==> config.mk <==
export PLATFORM = sky130hd
export DESIGN_NAME = imm_encoder
export DESIGN_NICKNAME = d
export VERILOG_FILES = /design/src/rtl/imm_encoder_pkg.sv /design/src/rtl/imm_field_decode.sv /design/src/rtl/imm_encoder.sv
export SDC_FILE = /design/constraint.sdc
export NUM_CORES = 1
export LEC_CHECK = 0
export ABC_AREA = 1
export CAP_MARGIN = 20
export CELL_PAD_IN_SITES_DETAIL_PLACEMENT = 1
export CELL_PAD_IN_SITES_GLOBAL_PLACEMENT = 1
export CORE_UTILIZATION = 30
export CTS_CLUSTER_DIAMETER = 150
export CTS_CLUSTER_SIZE = 25
export DETAILED_ROUTE_END_ITERATION = 8
export HOLD_SLACK_MARGIN = 0.15
export MAX_ROUTING_LAYER = met4
export PLACE_DENSITY_LB_ADDON = 0.1
export SLEW_MARGIN = 20
export SYNTH_ARGS = -nofsm -noshare
export SYNTH_HDL_FRONTEND = slang
export SYNTH_SLANG_ARGS = --single-unit
export TNS_END_PERCENT = 1
==> constraint.sdc <==
create_clock -name clk -period 2.34 [get_ports clk]
set_input_delay 0.234 -clock clk [delete_from_list [all_inputs] [get_ports clk]]
set_output_delay 0.234 -clock clk [all_outputs]
set_load 0.01 [all_outputs]
==> src/rtl/imm_encoder_pkg.sv <==
// ============================================================================
// Module  : imm_encoder_pkg
// Brief   : ImmSrc codes, per-format immediate ranges and bit masks.
// Rev     : 1.0
// ============================================================================
`default_nettype none

package imm_encoder_pkg;

  localparam logic [2:0] IMM_I = 3'b000;
  localparam logic [2:0] IMM_S = 3'b001;
  localparam logic [2:0] IMM_B = 3'b010;
  localparam logic [2:0] IMM_J = 3'b011;
  localparam logic [2:0] IMM_U = 3'b100;

  localparam logic signed [31:0] IMM_IS_MIN = -32'sd2048;
  localparam logic signed [31:0] IMM_IS_MAX =  32'sd2047;
  localparam logic signed [31:0] IMM_B_MIN  = -32'sd4096;
  localparam logic signed [31:0] IMM_B_MAX  =  32'sd4094;
  localparam logic signed [31:0] IMM_J_MIN  = -32'sd1048576;
  localparam logic signed [31:0] IMM_J_MAX  =  32'sd1048574;
  localparam logic signed [31:0] IMM_U_MIN  = -32'sd524288;
  localparam logic signed [31:0] IMM_U_MAX  =  32'sd524287;

  localparam logic [31:0] MASK_I = 32'hFFF0_0000;
  localparam logic [31:0] MASK_S = 32'hFE00_0F80;
  localparam logic [31:0] MASK_B = 32'hFE00_0F80;
  localparam logic [31:0] MASK_J = 32'hFFFF_F000;
  localparam logic [31:0] MASK_U = 32'hFFFF_F000;

  // An undefined format owns no bits, so the base word passes through intact.
  function automatic logic [31:0] imm_mask(input logic [2:0] src);
    case (src)
      IMM_I:   imm_mask = MASK_I;
      IMM_S:   imm_mask = MASK_S;
      IMM_B:   imm_mask = MASK_B;
      IMM_J:   imm_mask = MASK_J;
      IMM_U:   imm_mask = MASK_U;
      default: imm_mask = 32'h0;
    endcase
  endfunction

endpackage

`default_nettype wire

==> src/rtl/imm_field_decode.sv <==
// ============================================================================
// Module  : imm_field_decode
// Brief   : Combinational instruction-word to sign-extended immediate decoder.
// Rev     : 1.0
// ============================================================================
`default_nettype none

module imm_field_decode
  import imm_encoder_pkg::*;
(
  input  logic [31:0] i_instr,
  input  logic [2:0]  i_imm_src,
  output logic [31:0] o_imm
);

  always_comb begin
    o_imm = 32'h0;
    case (i_imm_src)
      IMM_I: o_imm = {{20{i_instr[31]}}, i_instr[31:20]};
      IMM_S: o_imm = {{20{i_instr[31]}}, i_instr[31:25], i_instr[11:7]};
      IMM_B: o_imm = {{19{i_instr[31]}}, i_instr[31], i_instr[7],
                      i_instr[30:25], i_instr[11:8], 1'b0};
      IMM_J: o_imm = {{11{i_instr[31]}}, i_instr[31], i_instr[19:12],
                      i_instr[20], i_instr[30:21], 1'b0};
      IMM_U: o_imm = {{12{i_instr[31]}}, i_instr[31:12]};
      default: o_imm = 32'h0;
    endcase
  end

endmodule

`default_nettype wire

==> src/rtl/imm_encoder.sv <==
// ============================================================================
// Module  : imm_encoder
// Brief   : Packs a signed immediate into an RV32 instruction word with range
//           checking and a one-deep valid/ready output register.
//           Optional: IMM_ENC_SELFCHECK_EN re-decodes the packed word.
// Rev     : 1.0
// ============================================================================
`default_nettype none

module imm_encoder
  import imm_encoder_pkg::*;
#(
  parameter int DATA_WIDTH = 32,
  parameter int CNT_WIDTH  = 8
) (
  input  logic                  clk,
  input  logic                  rst,
  input  logic                  en,
  input  logic                  in_valid,
  output logic                  in_ready,
  input  logic [DATA_WIDTH-1:0] in_base,
  input  logic [DATA_WIDTH-1:0] in_imm,
  input  logic [2:0]            in_ImmSrc,
  output logic                  out_valid,
  input  logic                  out_ready,
  output logic [DATA_WIDTH-1:0] out_instr,
  output logic                  out_err,
  output logic [CNT_WIDTH-1:0]  err_cnt
);

  logic                  r_valid;
  logic [DATA_WIDTH-1:0] r_instr;
  logic                  r_err;
  logic [CNT_WIDTH-1:0]  r_err_cnt;

  logic signed [31:0]    w_simm;
  logic [31:0]           w_field;
  logic [31:0]           w_mask;
  logic                  w_fmt_ok;
  logic                  w_range_ok;
  logic                  w_range_err;
  logic                  w_check_err;
  logic                  w_err;
  logic [31:0]           w_instr;
  logic                  w_accept;

  assign w_simm = in_imm;

  always_comb begin
    w_field    = 32'h0;
    w_fmt_ok   = 1'b1;
    w_range_ok = 1'b0;
    case (in_ImmSrc)
      IMM_I: begin
        w_field[31:20] = in_imm[11:0];
        w_range_ok     = (w_simm >= IMM_IS_MIN) && (w_simm <= IMM_IS_MAX);
      end
      IMM_S: begin
        w_field[31:25] = in_imm[11:5];
        w_field[11:7]  = in_imm[4:0];
        w_range_ok     = (w_simm >= IMM_IS_MIN) && (w_simm <= IMM_IS_MAX);
      end
      IMM_B: begin
        w_field[31]    = in_imm[12];
        w_field[30:25] = in_imm[10:5];
        w_field[11:8]  = in_imm[4:1];
        w_field[7]     = in_imm[11];
        w_range_ok     = (w_simm >= IMM_B_MIN) && (w_simm <= IMM_B_MAX) && !in_imm[0];
      end
      IMM_J: begin
        w_field[31]    = in_imm[20];
        w_field[30:21] = in_imm[10:1];
        w_field[20]    = in_imm[11];
        w_field[19:12] = in_imm[19:12];
        w_range_ok     = (w_simm >= IMM_J_MIN) && (w_simm <= IMM_J_MAX) && !in_imm[0];
      end
      IMM_U: begin
        w_field[31:12] = in_imm[19:0];
        w_range_ok     = (w_simm >= IMM_U_MIN) && (w_simm <= IMM_U_MAX);
      end
      default: w_fmt_ok = 1'b0;
    endcase
  end

  assign w_mask      = imm_mask(in_ImmSrc);
  assign w_range_err = !w_fmt_ok || !w_range_ok;

`ifdef IMM_ENC_SELFCHECK_EN
  logic [31:0] w_dec_imm;
  logic [31:0] w_exp_imm;

  imm_field_decode u_decode (
    .i_instr   ((in_base & ~w_mask) | w_field),
    .i_imm_src (in_ImmSrc),
    .o_imm     (w_dec_imm)
  );

  // U compares against the 20-bit value as the extender presents it.
  assign w_exp_imm   = (in_ImmSrc == IMM_U) ? {{12{in_imm[19]}}, in_imm[19:0]} : in_imm;
  assign w_check_err = !w_range_err && (w_dec_imm != w_exp_imm);
`else
  assign w_check_err = 1'b0;
`endif

  assign w_err    = w_range_err || w_check_err;
  assign w_instr  = w_err ? (in_base & ~w_mask) : ((in_base & ~w_mask) | w_field);
  assign in_ready = en && (!r_valid || out_ready);
  assign w_accept = in_valid && in_ready;

  always_ff @(posedge clk) begin
    if (rst) begin
      r_valid   <= 1'b0;
      r_instr   <= '0;
      r_err     <= 1'b0;
      r_err_cnt <= '0;
    end else begin
      if (w_accept) begin
        r_valid <= 1'b1;
        r_instr <= w_instr;
        r_err   <= w_err;
        if (w_err && (r_err_cnt != {CNT_WIDTH{1'b1}}))
          r_err_cnt <= r_err_cnt + 1'b1;
      end else if (out_ready) begin
        r_valid <= 1'b0;
      end
    end
  end

  assign out_valid = r_valid;
  assign out_instr = r_instr;
  assign out_err   = r_err;
  assign err_cnt   = r_err_cnt;

endmodule

`default_nettype wire

==> results of run 1 <==
-- sequential cells by signal, summed over array words and instances (netlist names) --
| name | flops |
|---|---|
| err_cnt | 8 |
| out_err | 1 |
| out_valid | 1 |
| out_instr | 32 |
-- what timing repair did --
action	CTS	global route
endpoints found under the setup margin	0	1
hold buffers	0	0
gates resized for setup	0	1
-- worst max-delay path, stage by stage --
cell and delay (ns):
clkdlybuf4s50_1 0.53, nand2_1 0.10, nor2_1 0.17, nand3_1 0.16
nor2_1 0.13, nand2_1 0.07, nand3_1 0.09, nand2_1 0.07
nand2_2 0.09, nand2_1 0.11, nand2_4 0.21, o21ai_0 0.15
a31oi_1 0.14
-- stage by stage --
step | hold slack (ns) | total power [mW] | TNS, ns | utilization
after floorplan | 0.375 | 0.975 | 0 | -
after global placement | 0.450 | 1.25 | 0 | 0.469
after detailed placement | 0.456 | 1.26 | -0.622 | 0.469
after CTS | 0.470 | 1.73 | 0 | 0.480
after global routing | 0.490 | 1.80 | 0 | 0.480
final | 0.469 | 1.71 | 0 | 0.480
-- cells by family (layout without fill, tap and decap cells) --
logic type / Yosys count / count (layout) / share of synthesized area
AO/OA/AOI/OAI: 100 / 100 / 0.214
XOR/XNOR: 6 / 6 / 0.0201
adder cells (fa/ha/maj): 1 / 1 / 0.00477
buffers and inverters: 73 / 190 / 0.111
flip-flops: 42 / 42 / 0.321
AND/OR/NAND/NOR: 205 / 205 / 0.329
-- power groups by stage --
stage / Combinational [mW] / Clock [mW] / Sequential (mW)
finish: 0.464 / 0.473 / 0.775
global route: 0.511 / 0.515 / 0.779
CTS: 0.467 / 0.485 / 0.775
detailed placement: 0.464 / 0 / 0.791
global placement: 0.457 / 0 / 0.788
floorplan: 0.168 / 0 / 0.807
-- final timing paths --
path              startpoint             to  slack, ns  cells after the start
setup / recovery   in_imm[2]  out_instr[20]       0.32                     13
hold / removal       out_err        out_err       0.47                      2
setup reg to reg  err_cnt[0]     err_cnt[3]       0.73                      6
hold reg to reg      out_err        out_err       0.47                      2
-- cell usage in the layout, fill, tap and decap left out --
cell             synthesis  layout
inv_2                    3       3
buf_12                   0       1
nor2_4                   2       2
o21a_1                   1       1
o2111ai_1                1       1
nand3b_1                 1       1
clkbuf_1                13       1
inv_1                   53      53
ha_1                     1       1
xnor2_1                  3       3
clkdlybuf4s50_1          0     114
a31oi_1                 14      14
nand4_1                 14      14
nand2_1                135     135
a21oi_1                 36      36
nand3_1                  8       8
nor2_1                  34      34
nand2_4                  0       1
o21ai_0                 27      27
nand2_2                  3       2
nor2_2                   4       4
nor3_1                   3       3
a21oi_4                  1       1
nand4_2                  1       1
dfxtp_1                 42      42
xor2_1                   3       3
clkinv_4                 0       1
clkinv_2                 0       1
buf_4                    0      11
clkbuf_8                 0       5
o22ai_1                 20      20
-- cell type report --
type | count | area, um^2
Timing Repair Buffer | 126 | 1240
Inverter | 56 | 210
Tap cell | 105 | 131
Clock buffer | 6 | 72.6
Sequential cell | 42 | 841
Fill cell | 1099 | 4330
Clock inverter | 2 | 13.8
Multi-Input combinational cell | 312 | 1490
-- metal layers --
metal	global-route usage	share of wire	vias to the layer above	wire length [um]
li1	-	-	1633	-
met1	0.274	0.45	1491	4330
met2	0.393	0.51	70	4860
met3	0.0287	0.038	4	368
met4	0.0373	0.0059	0	57
met5	-	0	-	0
==> results.py, run 1 <==
metrics = {
    "detailed_routing": {
        "vias_per_cell": 4.93,
        "finalWirelength_mm": 9.62,
        "wire_per_inst_um": 14.8,
        "vias": 3198,
        "drc": 0,
        "drt-pass1-iter-count": 4,
        "ant_nets": 0,
        "drt_iter0_drc": 97,
    },
    "cells_and_area": {
        "drive_above_1_share": 0.0607,
        "finalInstanceArea_um2": 4010,
        "syn_to_final_growth_pct": 52.8,
        "nets": 616,
        "layout.cells.non_filler": 649,
        "n_antenna_cell": 0,
    },
    "sta": {
        "post-route-period-util": 0.864,
        "worst_slew_pin_slew_ns": 0.988,
        "final_hold_viol_count": 0,
        "fin_worst_skew_ns": 0.0119,
        "fin_crit_ns": 2.02,
        "fmax_ghz": 0.495,
        "rsz0062_at_grt": "false",
        "finalSetupViolCount": 0,
        "worst_slack_ns": 0.319,
        "slew_viol_final": 0,
        "slew_headroom": 0.336,
    },
    "pwr": {
        "clockPowerShare": 0.276,
        "p_int_mw": 1.21,
        "comb_power_share": 0.271,
        "switching_share": 0.296,
        "p_seq_frac": 0.452,
        "p_switching_mw": 0.506,
        "power.density_nw_per_um2": 427,
        "irDropWorstVdd_uv": 190,
        "p_leak_nw": 1.65,
    },
    "synthesis": {
        "syn_inst": 427,
        "ys_async_sr_fraction": 0,
        "synth_ff_type": "dfxtp_1",
        "synth_top_area_share": 0.321,
        "ys_seq_area_frac": 0.321,
        "yosys-top-cells-count": "135 x nand2_1, 53 x inv_1, 42 x dfxtp_1",
        "synth-edff-count": 0,
        "synth_seq_cells": 42,
        "ys_warn_count": 0,
        "yosysTopAreaCell": "dfxtp_1",
        "netlist-cell-type-count": 26,
        "synth.most_common_cell": "nand2_1",
        "syn_area_per_cell_um2": 6.14,
        "synth_area_um2": 2620,
        "synthesis.nets": 500,
        "synth_area_leaders": "dfxtp_1 32%, nand2_1 19%, inv_1 7.6%",
    },
    "floorplanning": {
        "die_h_um": 95.5,
        "die_w_um": 95.5,
        "io_pins": 115,
        "row_count": 33,
        "core_area_um2": 8340,
        "dieArea_um2": 9120,
        "initial_utilization": 0.314,
    },
    "clocking": {
        "cts_inserted_buffers": 5,
        "clk_pin_slew_worst_paths_ns": 0.09,
        "cts.sinks": 42,
        "post_cts_buffers": 0,
        "cts_max_path_buffers": 2,
        "cts_root_buf": "clkbuf_8",
        "clkLatencyLatePin_ns": 0.30,
        "cts.htree.levels": 2,
        "cts_tree": "built",
    },
    "setup_path": {
        "cp-end-kind": "flip-flop",
        "cp.arrival_ns": 2.24,
        "required_ns": 2.56,
        "start_kind": "input port",
        "critPathKind": "in -> reg",
        "path_max_fanout": 21,
    },
    "placement": {
        "hpwl_mm": 7.66,
        "routabilityCongestion": 0.899,
        "port_buffers": 114,
        "postPlaceCellArea_um2": 3920,
        "dp.cells": 641,
        "place_ws_ns": -0.0868,
    },
    "run_status": {
        "outcome": "finished, final reports clean",
    },
    "global_route": {
        "antenna_found_initial": 0,
        "grt_usage": 0.223,
        "grt_max_degree": 48,
        "grt-ovfl-total": 0,
        "grt_pass1_wl_mm": 15.5,
        "grt_pass1_vias": 3203,
    },
    "run": {
        "maxCapViolations": 0,
    },
    "min_path": {
        "hold_class": "reg -> reg",
    },
}
No activity file was read; power rests on OpenSTA's default activity.
==> run 2: changes to the inputs <==
--- a/config.mk
+++ b/config.mk
@@ -7,15 +7,13 @@
 export LEC_CHECK = 0
 export ABC_AREA = 1
 export CAP_MARGIN = 20
-export CELL_PAD_IN_SITES_DETAIL_PLACEMENT = 1
-export CELL_PAD_IN_SITES_GLOBAL_PLACEMENT = 1
-export CORE_UTILIZATION = 30
+export CORE_UTILIZATION = 46
 export CTS_CLUSTER_DIAMETER = 150
 export CTS_CLUSTER_SIZE = 25
 export DETAILED_ROUTE_END_ITERATION = 8
 export HOLD_SLACK_MARGIN = 0.15
 export MAX_ROUTING_LAYER = met4
-export PLACE_DENSITY_LB_ADDON = 0.1
+export PLACE_DENSITY = 0.87
 export SLEW_MARGIN = 20
 export SYNTH_ARGS = -nofsm -noshare
 export SYNTH_HDL_FRONTEND = slang
==> run 2 against run 1 <==
Compared with the run above:
- clock power decreased by 2%
- highest routed layer unchanged
- via count increased by 2.9%
- fmax decreased by 2.7%
- clock skew decreased by 0.0058 ns
- first-iteration DRC count increased to 2.6 times the previous value
- count of clock-buffer cells in the layout unchanged
- cell count decreased by 5.7%
- combinational power decreased by 2%
==> results.py, run 2 (synthesis results as in run 1) <==
metrics = {
    "sta": {
        "fin_worst_skew_ns": 0.00612,
        "finalSetupViolCount": 0,
        "rsz0062_at_grt": "false",
        "slew_headroom": 0.547,
        "slew_viol_final": 0,
        "fin_crit_ns": 2.08,
        "fmax_ghz": 0.481,
        "post-route-period-util": 0.888,
        "worst_slew_pin_slew_ns": 0.678,
        "final_hold_viol_count": 0,
        "setup_tns_ns": 0,
    },
    "cells_and_area": {
        "largest_reg_flops": 32,
        "nets": 612,
        "final_common_cell": "nand2_1",
        "layout_common_cells": "135 x nand2_1, 114 x clkdlybuf4s50_1, 53 x inv_1",
        "n_antenna_cell": 0,
        "drive_above_1_share": 0.0537,
        "final_util": 0.711,
        "syn_to_final_growth_pct": 49.5,
    },
    "pwr": {
        "power.density_nw_per_um2": 432,
        "p_leak_nw": 1.63,
        "irDropWorstVdd_uv": 292,
    },
    "detailed_routing": {
        "finalWirelength_mm": 8.46,
        "vias": 3291,
        "wire_per_inst_um": 13.8,
        "drc": 0,
        "drt_iter0_drc": 255,
        "drt-pass1-iter-count": 5,
        "ant_nets": 0,
        "vias_per_cell": 5.38,
    },
    "floorplanning": {
        "dieArea_um2": 6000,
        "die_h_um": 77.5,
        "die_w_um": 77.5,
        "initial_utilization": 0.476,
        "io_pins": 115,
        "core_area_um2": 5510,
        "row_count": 27,
    },
    "setup_path": {
        "path_max_fanout": 21,
        "r2r-end": "err_cnt[0]",
        "required_ns": 2.56,
        "critPathKind": "in -> reg",
        "r2r_start": "err_cnt[0]",
        "start_kind": "input port",
        "r2r_cells": 6,
        "cp-end-kind": "flip-flop",
        "cp.arrival_ns": 2.30,
        "reg2reg_slack_ns": 0.47,
    },
    "global_route": {
        "use_met1": 0.370,
        "grt-ovfl-total": 0,
        "grt_usage": 0.297,
        "grt_pass1_wl_mm": 14.0,
        "met2_usage": 0.496,
        "grt_max_degree": 41,
        "grt.busiest_layer": "met2",
        "grtUsageMet3": 0.0494,
        "grt_pass1_vias": 2970,
        "antenna_found_initial": 0,
    },
    "clocking": {
        "cts.htree.levels": 2,
        "cts_root_buf": "clkbuf_8",
        "cts_max_path_buffers": 2,
        "post_cts_buffers": 0,
        "cts_inserted_buffers": 5,
        "ctsHoldBuffers": 0,
        "cts-resized-gates": 0,
        "cts.sinks": 42,
        "cts_tree": "built",
        "clkLatencyLatePin_ns": 0.29,
        "clk_pin_slew_worst_paths_ns": 0.08,
    },
    "placement": {
        "routabilityCongestion": 1.01,
        "port_buffers": 114,
        "hpwl_mm": 6.50,
    },
    "min_path": {
        "holdPathStages": 2,
        "worstHoldEndpoint": "out_instr[3]",
        "hold_class": "reg -> reg",
        "min-delay-start": "out_instr[3]",
    },
    "run_status": {
        "outcome": "finished, final reports clean",
    },
    "run": {
        "maxCapViolations": 0,
    },
}
[run 2: changes by cell type in the layout (fill, tap and decap cells not counted)]
cell and change:
nand2_4 -1, buf_4 -3, buf_12 -1, nand2_2 +1
[run 2: metal layers]
metal,routed length [um],up-vias
met5,0,-
met2,4080,147
li1,-,1626
met3,595,19
met4,165,0
met1,3610,1499
[run 2: worst max-delay path by stage]
stage | startpoint | to | cells past startpoint
final | in_imm[1] | out_instr[20] | 13
after global placement | in_imm[31] | out_instr[20] | 13
after detailed placement | in_imm[1] | out_instr[20] | 13
after floorplan | err_cnt[0] | err_cnt[3] | 6
after CTS | in_imm[1] | out_instr[20] | 13
after global routing | in_imm[27] | out_instr[20] | 13
[run 2: layout make-up]
| type | instances | area, um^2 |
|---|---|---|
| flip-flops and latches | 42 | 841 |
| well taps | 72 | 90.1 |
| inverters | 56 | 210 |
| multi-input cells | 312 | 1490 |
| repair buffers | 122 | 1200 |
| clock buffers | 6 | 72.6 |
| clock inverters | 2 | 13.8 |
| fillers | 451 | 1590 |
[run 2: metrics by stage]
| stage | setup WS [ns] | area (um^2) | power [mW] | cells | hold WS (ns) |
|---|---|---|---|---|---|
| final | 0.262 | 3920 | 1.69 | 612 | 0.470 |
| after global routing | 0.0781 | 3920 | 1.78 | 612 | 0.482 |
| after CTS | 0.293 | 3920 | 1.70 | 612 | 0.468 |
| after detailed placement | 0.00481 | 3830 | 1.24 | 604 | 0.459 |
| after global placement | 0.0723 | 3830 | 1.23 | 604 | 0.452 |
| after floorplan | 0.794 | 2620 | 0.975 | 427 | 0.375 |
[run 2: where the power goes]
part	switching, mW	leakage [nW]	total (mW)	internal [mW]
logic	0.217	1.24	0.455	0.238
clock network	0.253	0.0452	0.464	0.211
registers	0.0207	0.344	0.774	0.753
[run 2: critical path, cell delays in order]
cell             delay [ns]
clkdlybuf4s50_1        0.54
inv_1                  0.10
nor2_1                 0.19
nand3_1                0.13
nor2_1                 0.11
nand2_1                0.07
nand3_1                0.08
nand2_1                0.06
nand2_2                0.08
nand2_1                0.09
nand2_2                0.31
o21ai_0                0.16
a31oi_1                0.14
==> run 3: changes to the inputs <==
--- a/config.mk
+++ b/config.mk
@@ -14,6 +14,7 @@
 export HOLD_SLACK_MARGIN = 0.15
 export MAX_ROUTING_LAYER = met4
 export PLACE_DENSITY = 0.87
+export RECOVER_POWER = 25
 export SLEW_MARGIN = 20
 export SYNTH_ARGS = -nofsm -noshare
 export SYNTH_HDL_FRONTEND = slang
==> run 3 against run 2 <==
Compared with the run above:
- critical path depth unchanged
- non-clock buffer count stayed put
- worst hold slack lost 0.0034 ns
- critical endpoint unchanged
==> results.py, run 3 (synthesis results as in run 1) <==
metrics = {
    "min_path": {
        "hold_class": "reg -> reg",
    },
    "detailed_routing": {
        "ant_nets": 0,
        "drt-pass1-iter-count": 5,
        "drt_iter0_drc": 239,
        "vias": 3290,
        "wire_per_inst_um": 13.8,
        "drc": 0,
        "vias_per_cell": 5.38,
        "finalWirelength_mm": 8.44,
    },
    "setup_path": {
        "r2r_start": "err_cnt[0]",
        "path_max_fanout": 21,
        "required_ns": 2.56,
        "cp-end-kind": "flip-flop",
        "slowest_stage": "clkdlybuf4s50_1",
        "reg2reg_slack_ns": 0.47,
        "start_kind": "input port",
        "cpMostUsedCell": "nand2_1",
        "endpoint": "out_instr[20]",
        "cp_top_family": "simple AND/OR/NAND/NOR gates",
        "r2r-end": "err_cnt[0]",
        "cp.arrival_ns": 2.33,
        "cp_num_buf_inv": 2,
        "critPathKind": "in -> reg",
        "path_depth": 13,
        "crit_start": "in_imm[1]",
        "r2r_cells": 6,
        "path_cells": "clkdlybuf4s50_1 -> inv_1 -> nor2_1 -> nand3_1 -> nor2_1 -> nand2_1 -> nand3_1 -> nand2_1 -> nand2_2 -> nand2_1 -> nand2_2 -> o21ai_0 -> a31oi_1",
        "critPathMaxStageDelay_ns": 0.54,
    },
    "placement": {
        "port_buffers": 114,
        "hpwl_mm": 6.50,
        "routabilityCongestion": 1.01,
    },
    "cells_and_area": {
        "nets": 612,
        "drive_above_1_share": 0.0519,
        "largest_reg_flops": 32,
        "n_antenna_cell": 0,
        "final_common_cell": "nand2_1",
        "final_util": 0.711,
        "syn_to_final_growth_pct": 49.3,
        "layout_common_cells": "135 x nand2_1, 94 x clkdlybuf4s50_1, 53 x inv_1",
    },
    "clocking": {
        "cts_tree": "built",
        "clkLatencyLatePin_ns": 0.29,
        "cts.sinks": 42,
        "cts_inserted_buffers": 5,
        "cts_max_path_buffers": 2,
        "post_cts_buffers": 0,
        "ctsHoldBuffers": 0,
        "clk_pin_slew_worst_paths_ns": 0.08,
        "cts.htree.levels": 2,
        "cts_root_buf": "clkbuf_8",
        "cts-resized-gates": 0,
    },
    "pwr": {
        "p_leak_nw": 1.68,
        "power_mw": 1.68,
        "irDropWorstVdd_uv": 291,
        "power.density_nw_per_um2": 430,
    },
    "floorplanning": {
        "dieArea_um2": 6000,
        "row_count": 27,
        "initial_utilization": 0.476,
        "die_w_um": 77.5,
        "die_h_um": 77.5,
        "io_pins": 115,
        "core_area_um2": 5510,
    },
    "sta": {
        "rsz0062_at_grt": "false",
        "fin_crit_ns": 2.10,
        "fin_worst_skew_ns": 0.00640,
        "fmax_ghz": 0.476,
        "post-route-period-util": 0.898,
        "slew_headroom": 0.449,
        "slew_viol_final": 0,
        "worst_slew_pin_slew_ns": 0.827,
        "setup_tns_ns": 0,
        "final_hold_viol_count": 0,
        "finalSetupViolCount": 0,
        "timing.hold.ws_ns": 0.467,
    },
    "global_route": {
        "antenna_found_initial": 0,
        "grt-ovfl-total": 0,
        "grt_pass1_wl_mm": 14.0,
        "grt_usage": 0.297,
        "grt_pass1_vias": 2970,
        "grt_max_degree": 41,
    },
    "run_status": {
        "outcome": "finished, final reports clean",
    },
    "run": {
        "maxCapViolations": 0,
    },
}
run 3: worst min path at each step:
stage,from,endpoint,slack [ns],cells after the start
after floorplan,in_imm[3],out_instr[10],0.38,2
after global placement,out_instr[3],out_instr[3],0.45,2
after detailed placement,out_instr[3],out_instr[3],0.46,2
after CTS,out_instr[3],out_instr[3],0.47,2
after global routing,out_instr[3],out_instr[3],0.48,2
final,out_instr[2],out_instr[2],0.47,2
run 3: worst reg2reg max path, cell delays in order (launching register included):
cell	delay, ns
dfxtp_1	0.42
ha_1	0.23
nand4_1	0.15
nand3b_1	0.42
nand4_2	0.33
nand2_1	0.09
a21oi_1	0.16
run 3: stage by stage:
stage | instance area [um^2] | instances | worst slack, ns
after floorplan | 2620 | 427 | 0.794
after global placement | 3830 | 604 | 0.0723
after detailed placement | 3830 | 604 | 0.00481
after CTS | 3920 | 612 | 0.293
after global routing | 3910 | 612 | 0.0781
final | 3910 | 612 | 0.238
run 3: report_power, final:
part / leakage [nW] / switching (mW) / internal [mW]
clock network: 0.0452 / 0.253 / 0.211
logic: 1.29 / 0.217 / 0.230
registers: 0.344 / 0.0200 / 0.753
total: 1.68 / 0.490 / 1.19
run 3: layout make-up:
class | instances | area, um^2
Inverter | 56 | 210
Multi-Input combinational cell | 312 | 1490
Clock buffer | 6 | 72.6
Fill cell | 452 | 1590
Sequential cell | 42 | 841
Clock inverter | 2 | 13.8
Tap cell | 72 | 90.1
Timing Repair Buffer | 122 | 1200
run 3: layer usage:
layer | global-route usage | vias to the layer above | wire length (um)
met3 | 0.0494 | 18 | 549
met1 | 0.370 | 1503 | 3640
met2 | 0.496 | 146 | 4080
met4 | 0.0792 | 0 | 168
met5 | - | - | 0
li1 | - | 1623 | -
